--- src/rtl/sd_spi_pkg.sv ---
// ----------------------------------------------------------------------------
// sd_spi_pkg
//   Shared SD SPI-mode constants and types used by the command framer and
//   the CRC7 engine (also intended for the response/data-token checker).
//   Contents: frame start bits, CRC7 polynomial, frame length, stuff byte,
//   framer state enum, command struct and a one-bit CRC7 step function.
// ----------------------------------------------------------------------------
package sd_spi_pkg;

  localparam logic [1:0] SD_START       = 2'b01;
  localparam logic [6:0] CRC7_POLY      = 7'h09;  // x^7 + x^3 + 1, x^7 implicit
  localparam int         SD_FRAME_BYTES = 6;
  localparam logic [7:0] SD_STUFF       = 8'hFF;
  localparam int         SD_CMD_BITS    = 40;     // bits covered by CRC7

  typedef enum logic [2:0] {
    ST_IDLE,
    ST_CALC,
    ST_PRE,
    ST_SEND,
    ST_DONE
  } framer_state_e;

  // First 40 bits of a command frame, MSB first on the wire.
  typedef struct packed {
    logic [1:0]  start;
    logic [5:0]  index;
    logic [31:0] arg;
  } sd_cmd_t;

  // One MSB-first bit into the CRC7 LFSR.
  function automatic logic [6:0] crc7_step(input logic [6:0] crc, input logic b);
    crc7_step = {crc[5:0], 1'b0} ^ ((b ^ crc[6]) ? CRC7_POLY : 7'h00);
  endfunction

endpackage

--- src/rtl/sd_crc7_serial.sv ---
// ----------------------------------------------------------------------------
// sd_crc7_serial
//   Bit-serial CRC7 (x^7+x^3+1), one bit per enabled cycle, MSB first.
//   Ports:
//     clk, rst_n   clock / async active-low reset
//     clr_i        zero the CRC (wins over en_i)
//     en_i         shift bit_i into the CRC this cycle
//     bit_i        serial data bit
//     crc_o        registered CRC
//     crc_nxt_o    CRC value after absorbing bit_i (combinational)
// ----------------------------------------------------------------------------
module sd_crc7_serial
  import sd_spi_pkg::*;
(
  input  logic       clk,
  input  logic       rst_n,
  input  logic       clr_i,
  input  logic       en_i,
  input  logic       bit_i,
  output logic [6:0] crc_o,
  output logic [6:0] crc_nxt_o
);

  logic [6:0] crc_q, crc_d;

  assign crc_nxt_o = crc7_step(crc_q, bit_i);
  assign crc_o     = crc_q;

  always_comb begin
    crc_d = crc_q;
    if (clr_i)     crc_d = '0;
    else if (en_i) crc_d = crc_nxt_o;
  end

  always_ff @(posedge clk or negedge rst_n) begin
    if (!rst_n) crc_q <= '0;
    else        crc_q <= crc_d;
  end

endmodule

--- src/rtl/sd_cmd_framer.sv ---
// ----------------------------------------------------------------------------
// sd_cmd_framer
//   Builds a 48-bit SD SPI-mode command frame and streams it byte-wise:
//   PRE_FF stuff bytes (0xFF), then {01,index}, arg[31:0] (4 bytes),
//   {crc7,1}. CRC7 is computed bit-serially in CALC (40 cycles) when CRC_EN.
//   Ports:
//     clk, rst_n                 clock / async active-low reset
//     cmd_valid_i/cmd_ready_o    command handshake (ready only in IDLE)
//     cmd_index_i, cmd_arg_i     command fields, sampled on accept
//     abort_i                    cancel current frame (ignored in IDLE)
//     tx_byte_o/tx_valid_o/tx_ready_i   byte stream to the SPI engine
//     busy_o                     not IDLE
//     done_o                     1-cycle pulse after last frame byte
//     crc7_o                     CRC7 of latest frame, held until next one
// ----------------------------------------------------------------------------
module sd_cmd_framer
  import sd_spi_pkg::*;
#(
  parameter int PRE_FF = 1,
  parameter bit CRC_EN = 1'b1
) (
  input  logic        clk,
  input  logic        rst_n,
  input  logic        cmd_valid_i,
  output logic        cmd_ready_o,
  input  logic [5:0]  cmd_index_i,
  input  logic [31:0] cmd_arg_i,
  input  logic        abort_i,
  output logic [7:0]  tx_byte_o,
  output logic        tx_valid_o,
  input  logic        tx_ready_i,
  output logic        busy_o,
  output logic        done_o,
  output logic [6:0]  crc7_o
);

  localparam logic [3:0] PRE_LAST  = (PRE_FF > 0) ? 4'(PRE_FF - 1) : 4'd0;
  localparam logic [5:0] CALC_LAST = 6'(SD_CMD_BITS - 1);
  localparam logic [2:0] BYTE_LAST = 3'(SD_FRAME_BYTES - 1);
  localparam framer_state_e ST_AFTER_CALC   = (PRE_FF > 0) ? ST_PRE : ST_SEND;
  localparam framer_state_e ST_AFTER_ACCEPT = CRC_EN ? ST_CALC : ST_AFTER_CALC;

  framer_state_e state_q, state_d;
  logic [39:0]   sr_q, sr_d;
  logic [5:0]    calc_cnt_q, calc_cnt_d;
  logic [3:0]    pre_cnt_q, pre_cnt_d;
  logic [2:0]    byte_cnt_q, byte_cnt_d;
  logic [6:0]    crc7_q, crc7_d;
  logic [6:0]    crc_w, crc_nxt;
  logic [7:0]    frame_byte;
  sd_cmd_t       cmd_in;
  logic          accept, xfer, calc_last, pre_last, byte_last;

  assign cmd_in    = '{start: SD_START, index: cmd_index_i, arg: cmd_arg_i};
  assign accept    = (state_q == ST_IDLE) && cmd_valid_i;
  assign xfer      = tx_valid_o && tx_ready_i;
  assign calc_last = (calc_cnt_q == CALC_LAST);
  assign pre_last  = (pre_cnt_q == PRE_LAST);
  assign byte_last = (byte_cnt_q == BYTE_LAST);
  assign crc7_o    = crc7_q;

  // The shift register rotates rather than shifts, so after 40 CALC cycles
  // it holds the original command again and the byte mux can read it.
  sd_crc7_serial u_crc (
    .clk       (clk),
    .rst_n     (rst_n),
    .clr_i     (accept),
    .en_i      (state_q == ST_CALC),
    .bit_i     (sr_q[39]),
    .crc_o     (crc_w),
    .crc_nxt_o (crc_nxt)
  );

  // State register
  always_ff @(posedge clk or negedge rst_n) begin
    if (!rst_n) state_q <= ST_IDLE;
    else        state_q <= state_d;
  end

  // Next-state logic; abort overrides everything outside IDLE
  always_comb begin
    state_d = state_q;
    if (state_q != ST_IDLE && abort_i) begin
      state_d = ST_IDLE;
    end else begin
      case (state_q)
        ST_IDLE: if (cmd_valid_i)          state_d = ST_AFTER_ACCEPT;
        ST_CALC: if (calc_last)            state_d = ST_AFTER_CALC;
        ST_PRE:  if (xfer && pre_last)     state_d = ST_SEND;
        ST_SEND: if (xfer && byte_last)    state_d = ST_DONE;
        ST_DONE:                           state_d = ST_IDLE;
        default:                           state_d = ST_IDLE;
      endcase
    end
  end

  // Datapath next-state: shift register, counters, published CRC
  always_comb begin
    sr_d       = sr_q;
    calc_cnt_d = calc_cnt_q;
    pre_cnt_d  = pre_cnt_q;
    byte_cnt_d = byte_cnt_q;
    crc7_d     = crc7_q;
    if (accept) begin
      sr_d       = cmd_in;
      calc_cnt_d = '0;
      pre_cnt_d  = '0;
      byte_cnt_d = '0;
    end else begin
      case (state_q)
        ST_CALC: begin
          sr_d = {sr_q[38:0], sr_q[39]};
          if (!calc_last)    calc_cnt_d = calc_cnt_q + 6'd1;
          else if (!abort_i) crc7_d     = crc_nxt;  // includes the 40th bit
        end
        ST_PRE:  if (xfer && !pre_last)  pre_cnt_d  = pre_cnt_q + 4'd1;
        ST_SEND: if (xfer && !byte_last) byte_cnt_d = byte_cnt_q + 3'd1;
        default: ;
      endcase
    end
  end

  always_ff @(posedge clk or negedge rst_n) begin
    if (!rst_n) begin
      sr_q       <= '0;
      calc_cnt_q <= '0;
      pre_cnt_q  <= '0;
      byte_cnt_q <= '0;
      crc7_q     <= '0;
    end else begin
      sr_q       <= sr_d;
      calc_cnt_q <= calc_cnt_d;
      pre_cnt_q  <= pre_cnt_d;
      byte_cnt_q <= byte_cnt_d;
      crc7_q     <= crc7_d;
    end
  end

  // Frame byte mux
  always_comb begin
    case (byte_cnt_q)
      3'd0:    frame_byte = sr_q[39:32];
      3'd1:    frame_byte = sr_q[31:24];
      3'd2:    frame_byte = sr_q[23:16];
      3'd3:    frame_byte = sr_q[15:8];
      3'd4:    frame_byte = sr_q[7:0];
      default: frame_byte = CRC_EN ? {crc_w, 1'b1} : SD_STUFF;
    endcase
  end

  // Outputs are decoded from registered state only, so tx_byte_o holds
  // steady through stalls.
  always_comb begin
    cmd_ready_o = 1'b0;
    busy_o      = 1'b1;
    done_o      = 1'b0;
    tx_valid_o  = 1'b0;
    tx_byte_o   = 8'h00;
    case (state_q)
      ST_IDLE: begin cmd_ready_o = 1'b1; busy_o = 1'b0; end
      ST_PRE:  begin tx_valid_o = 1'b1; tx_byte_o = SD_STUFF;   end
      ST_SEND: begin tx_valid_o = 1'b1; tx_byte_o = frame_byte; end
      ST_DONE: done_o = 1'b1;
      default: ;
    endcase
  end

endmodule

--- config.mk ---
export PLATFORM = sky130hd
export DESIGN_NAME = sd_cmd_framer
export DESIGN_NICKNAME = d
export VERILOG_FILES = /design/src/rtl/sd_spi_pkg.sv /design/src/rtl/sd_crc7_serial.sv /design/src/rtl/sd_cmd_framer.sv
export SDC_FILE = /design/constraint.sdc
export NUM_CORES = 1
export LEC_CHECK = 0
export ABC_AREA = 1
export BUFFER_PORTS_ARGS = -buffer_cell sky130_fd_sc_hd__buf_2
export CORE_ASPECT_RATIO = 1.2
export CORE_MARGIN = 4
export CORE_UTILIZATION = 45
export DETAILED_ROUTE_END_ITERATION = 7
export GPL_ROUTABILITY_DRIVEN = 0
export PLACE_DENSITY = 0.75
export SETUP_SLACK_MARGIN = 0.3
export SYNTH_ARGS = -nofsm -noshare
export SYNTH_HDL_FRONTEND = slang
export SYNTH_HIERARCHICAL = 1
export SYNTH_SLANG_ARGS = --single-unit
--- constraint.sdc ---
create_clock -name clk -period 3.1 [get_ports clk]
set_clock_uncertainty 0.1 [all_clocks]
set_input_delay 0.62 -clock clk [delete_from_list [all_inputs] [get_ports clk]]
set_output_delay 0.62 -clock clk [all_outputs]
set_load 0.02 [all_outputs]
==> flow_summary.yaml <==
die:
  die_x_um: 91.3
  die_area_um2: 9850
  ios: 62
  core_area_um2: 8110
  die_height_um: 108
  core.rowCount: 36
  start_util_pct: 46.2
critical_path:
  reg2regPathDepth: 6
  cp_common_cell: "buf_4"
  critPathMaxFanout: 6
  start_kind: "flop"
  critPathKind: "reg2out"
  crit_family: "buffers and inverters"
  r2r_end: "sr_q[21]$_DFFE_PN0P_"
  cp_cell_sequence: "ha_2, ha_4, inv_4, nand4_1, inv_2, buf_4, nor2_1, a21oi_1, buf_4"
  r2r-start: "state_q[1]$_DFFE_PN0P_"
  critical_path.startpoint: "byte_cnt_q[1]$_DFFE_PN0P_"
  worstPathRequired_ns: 2.38
  slowest_stage: "dfrtp_1"
  cp.depth: 9
  cp.arrival_ns: 2.02
  crit_buf_inv: 4
  critPathCaptureType: "output pin"
  crit_end: "tx_byte_o[0]"
  cpPeakStageDelay_ns: 0.42
  r2r_setup_slack_ns: 0.97
power:
  p_int_uw: 2450
  leakagePower_uw: 0.00219
  p_sw_uw: 2080
  p_per_area_nw_per_um2: 1030
  switching_share_pct: 45.9
  pwr-share-comb_pct: 51.3
  p_seq_share_pct: 32.9
  vdd.ir_drop.worst_mv: 0.355
  clkPwrFrac_pct: 15.8
synthesis:
  synth_fa_ha_area_share_pct: 2.67
  synth_fp_nets: 510
  ys_ff_latch: 70
  synth_edf_count: 0
  synth.top_cell.area_share_pct: 46.8
  yosysWarnings: 6
  synth_top_family_by_area: "simple AND/OR/NAND/NOR gates"
  synth-compound-area-share_pct: 18.0
  syn_avg_cell_area_um2: 8.16
  async_reset_ff_share_pct: 100
  syn_area_um2: 3740
  seq_area_frac_synth_pct: 46.8
  ys_dominant_reg_cell: "dfrtp_1"
  yosysTopAreaCell: "dfrtp_1"
  netlist_instances: 459
  synth_cell_types: 35
  muxShareOfSynthArea_pct: 0
  synth_xor_area_share_pct: 0.702
  synth_area_leaders: "dfrtp_1 47%, nand2_1 12%, inv_1 7.6%"
  synth_simple_gate_area_share_pct: 20.6
clock_tree:
  cts_tree: "built"
  clockBufferDepth: 2
  numCtsBuffers: 9
  clk_latency_ns: 0.35
  cts_num_sinks: 70
  clkTransAtPathRegs_ns: 0.08
  clock-root-buffer: "clkbuf_8"
  htreeDepth: 3
sta:
  rsz0062_at_grt: "yes"
  fin_crit_sh_pct: 88.4
  drv_slew: 0
  tightest_slew_ns: 0.811
  setup_ws_ns: 0.360
  min_period_ns: 2.74
  slew_headroom_pct: 45.8
  hold_viol_final: 0
  finalSetupViolCount: 0
  fmaxAchievable_mhz: 365
  fin_tns_setup_ns: 0
detailed_routing:
  vias: 3311
  wl_per_cell_um: 14.6
  ant_nets: 0
  drcViolationCount: 0
  initialDrtViolationCount: 244
  routed_wl_um: 9020
  dr.pass1.iters: 7
  viasPerCell: 5.34
global_routing:
  grt_max_degree: 48
  grt_pass1_wl_um: 14500
  gr-total-overflow: 0
  track_usage_pct: 18.3
  grt_pass1_vias: 3060
  antenna_found_initial: 0
hold_path:
  hold_class: "in2async"
placement:
  post-dp-hpwl_um: 6600
  numPortBuffers: 61
  dp_slack_ns: 0.521
  dp.cells: 598
layout:
  nets: 572
  drive_gt1_share_pct: 23.4
  multi_input_area_um2: 1610
  area_growth_pct: 17.1
  fillCellCount: 766
  n_antenna_cell: 0
  stdcell_count: 620
  ff_latch_area_um2: 1750
run_status:
  outcome: "finished, final reports clean"
job:
  maxCapViolations: 0
==> how the worst min path moves through the flow <==
stage	startpoint	endpoint	slack, ns
2_1_floorplan	rst_n	byte_cnt_q[0]$_DFFE_PN0P_	0.22
3_3_place_gp	crc7_o[2]$_DFFE_PN0P_	crc7_o[2]$_DFFE_PN0P_	0.37
3_5_place_dp	crc7_o[6]$_DFFE_PN0P_	crc7_o[6]$_DFFE_PN0P_	0.38
4_1_cts	rst_n	sr_q[6]$_DFFE_PN0P_	0.26
5_1_grt	rst_n	sr_q[6]$_DFFE_PN0P_	0.31
6_report	rst_n	sr_q[6]$_DFFE_PN0P_	0.24
==> layer usage <==
layer / routed length [um] / up-vias / global-route usage, % / part of all wire, %
met1: 3870 / 1573 / 24.0 / 43
li1: - / 1619 / - / -
met2: 4570 / 103 / 31.0 / 51
met3: 424 / 16 / 3.97 / 4.7
met4: 159 / 0 / 4.85 / 1.8
met5: 0 / - / 0 / 0
==> sequential cells by signal, summed over array words and instances, names as in the netlist <==
| signal | count |
|---|---|
| calc_cnt_q | 6 |
| byte_cnt_q | 3 |
| sr_q | 40 |
| u_crc/crc_o | 7 |
| state_q | 3 |
| crc7_o | 7 |
| pre_cnt_q | 4 |
==> layout make-up <==
class                   count  share of cell area [%]
multi-input cells         288                    36.8
clock buffers               9                    2.83
repair buffers             70                    9.16
clock inverters             6                    1.46
flip-flops and latches     70                    40.0
inverters                  82                    7.08
well taps                  95                    2.71
==> power groups by stage <==
| stage | clock network [uW] | logic [uW] | registers (uW) |
|---|---|---|---|
| 6_report | 717 | 2320 | 1490 |
| 5_1_grt | 760 | 2580 | 1530 |
| 4_1_cts | 724 | 2200 | 1480 |
| 3_5_place_dp | 0 | 2160 | 1490 |
| 3_3_place_gp | 0 | 2100 | 1470 |
| 2_1_floorplan | 0 | 1710 | 1430 |
==> cell usage in the layout (no fill, tap or decap), types with 2 or more instances in the layout <==
cell type and n:
nand2_1 110, inv_1 71, dfrtp_1 70, buf_2 56, nor2_1 43, o221ai_1 28, o21ai_0 18, nand3_1 13
buf_4 12, o22ai_1 11, nand2_2 10, inv_2 10, o21ai_1 9, clkbuf_8 9, o221ai_2 8, a21oi_1 7
ha_1 5, nor3_1 3, xor2_1 3, nor2_4 2, a22oi_1 2, a211oi_1 2, ha_4 2, clkinvlp_4 2
clkinv_2 2
==> metrics by stage <==
step	util [%]	area (um^2)	total power, uW	hold slack (ns)
finish	54.1	4380	4530	0.241
global route	54.1	4380	4870	0.305
CTS	53.0	4300	4400	0.264
detailed placement	50.4	4080	3650	0.378
global placement	50.4	4080	3580	0.367
floorplan	-	3740	3140	0.224
==> cell families after synthesis <==
logic type / Yosys count
AO/OA/AOI/OAI: 90
XOR/XNOR: 3
adder cells (fa/ha/maj): 8
buffers and inverters: 101
flip-flops: 70
AND/OR/NAND/NOR: 187
==> cell usage after synthesis, types with 3 or more instances <==
library cell	instances
o21ai_1	7
a21oi_1	7
o21ai_0	20
nand3_1	13
o221ai_2	8
o221ai_1	28
nor2_1	43
nand2_1	116
nor3_1	3
inv_1	76
dfrtp_1	70
buf_2	10
buf_4	6
nand2_2	4
ha_1	8
xor2_1	3
inv_2	6
o22ai_1	11
==> repair_timing <==
| action | 4_1_cts | 5_1_grt |
|---|---|---|
| endpoints found under the setup margin | 7 | 8 |
| setup buffers | 1 | 6 |
| hold buffers | 0 | 0 |
| resized for setup | 7 | 18 |
| pin swaps | 1 | 7 |
Note: power is estimated with default switching activity, not from simulation.
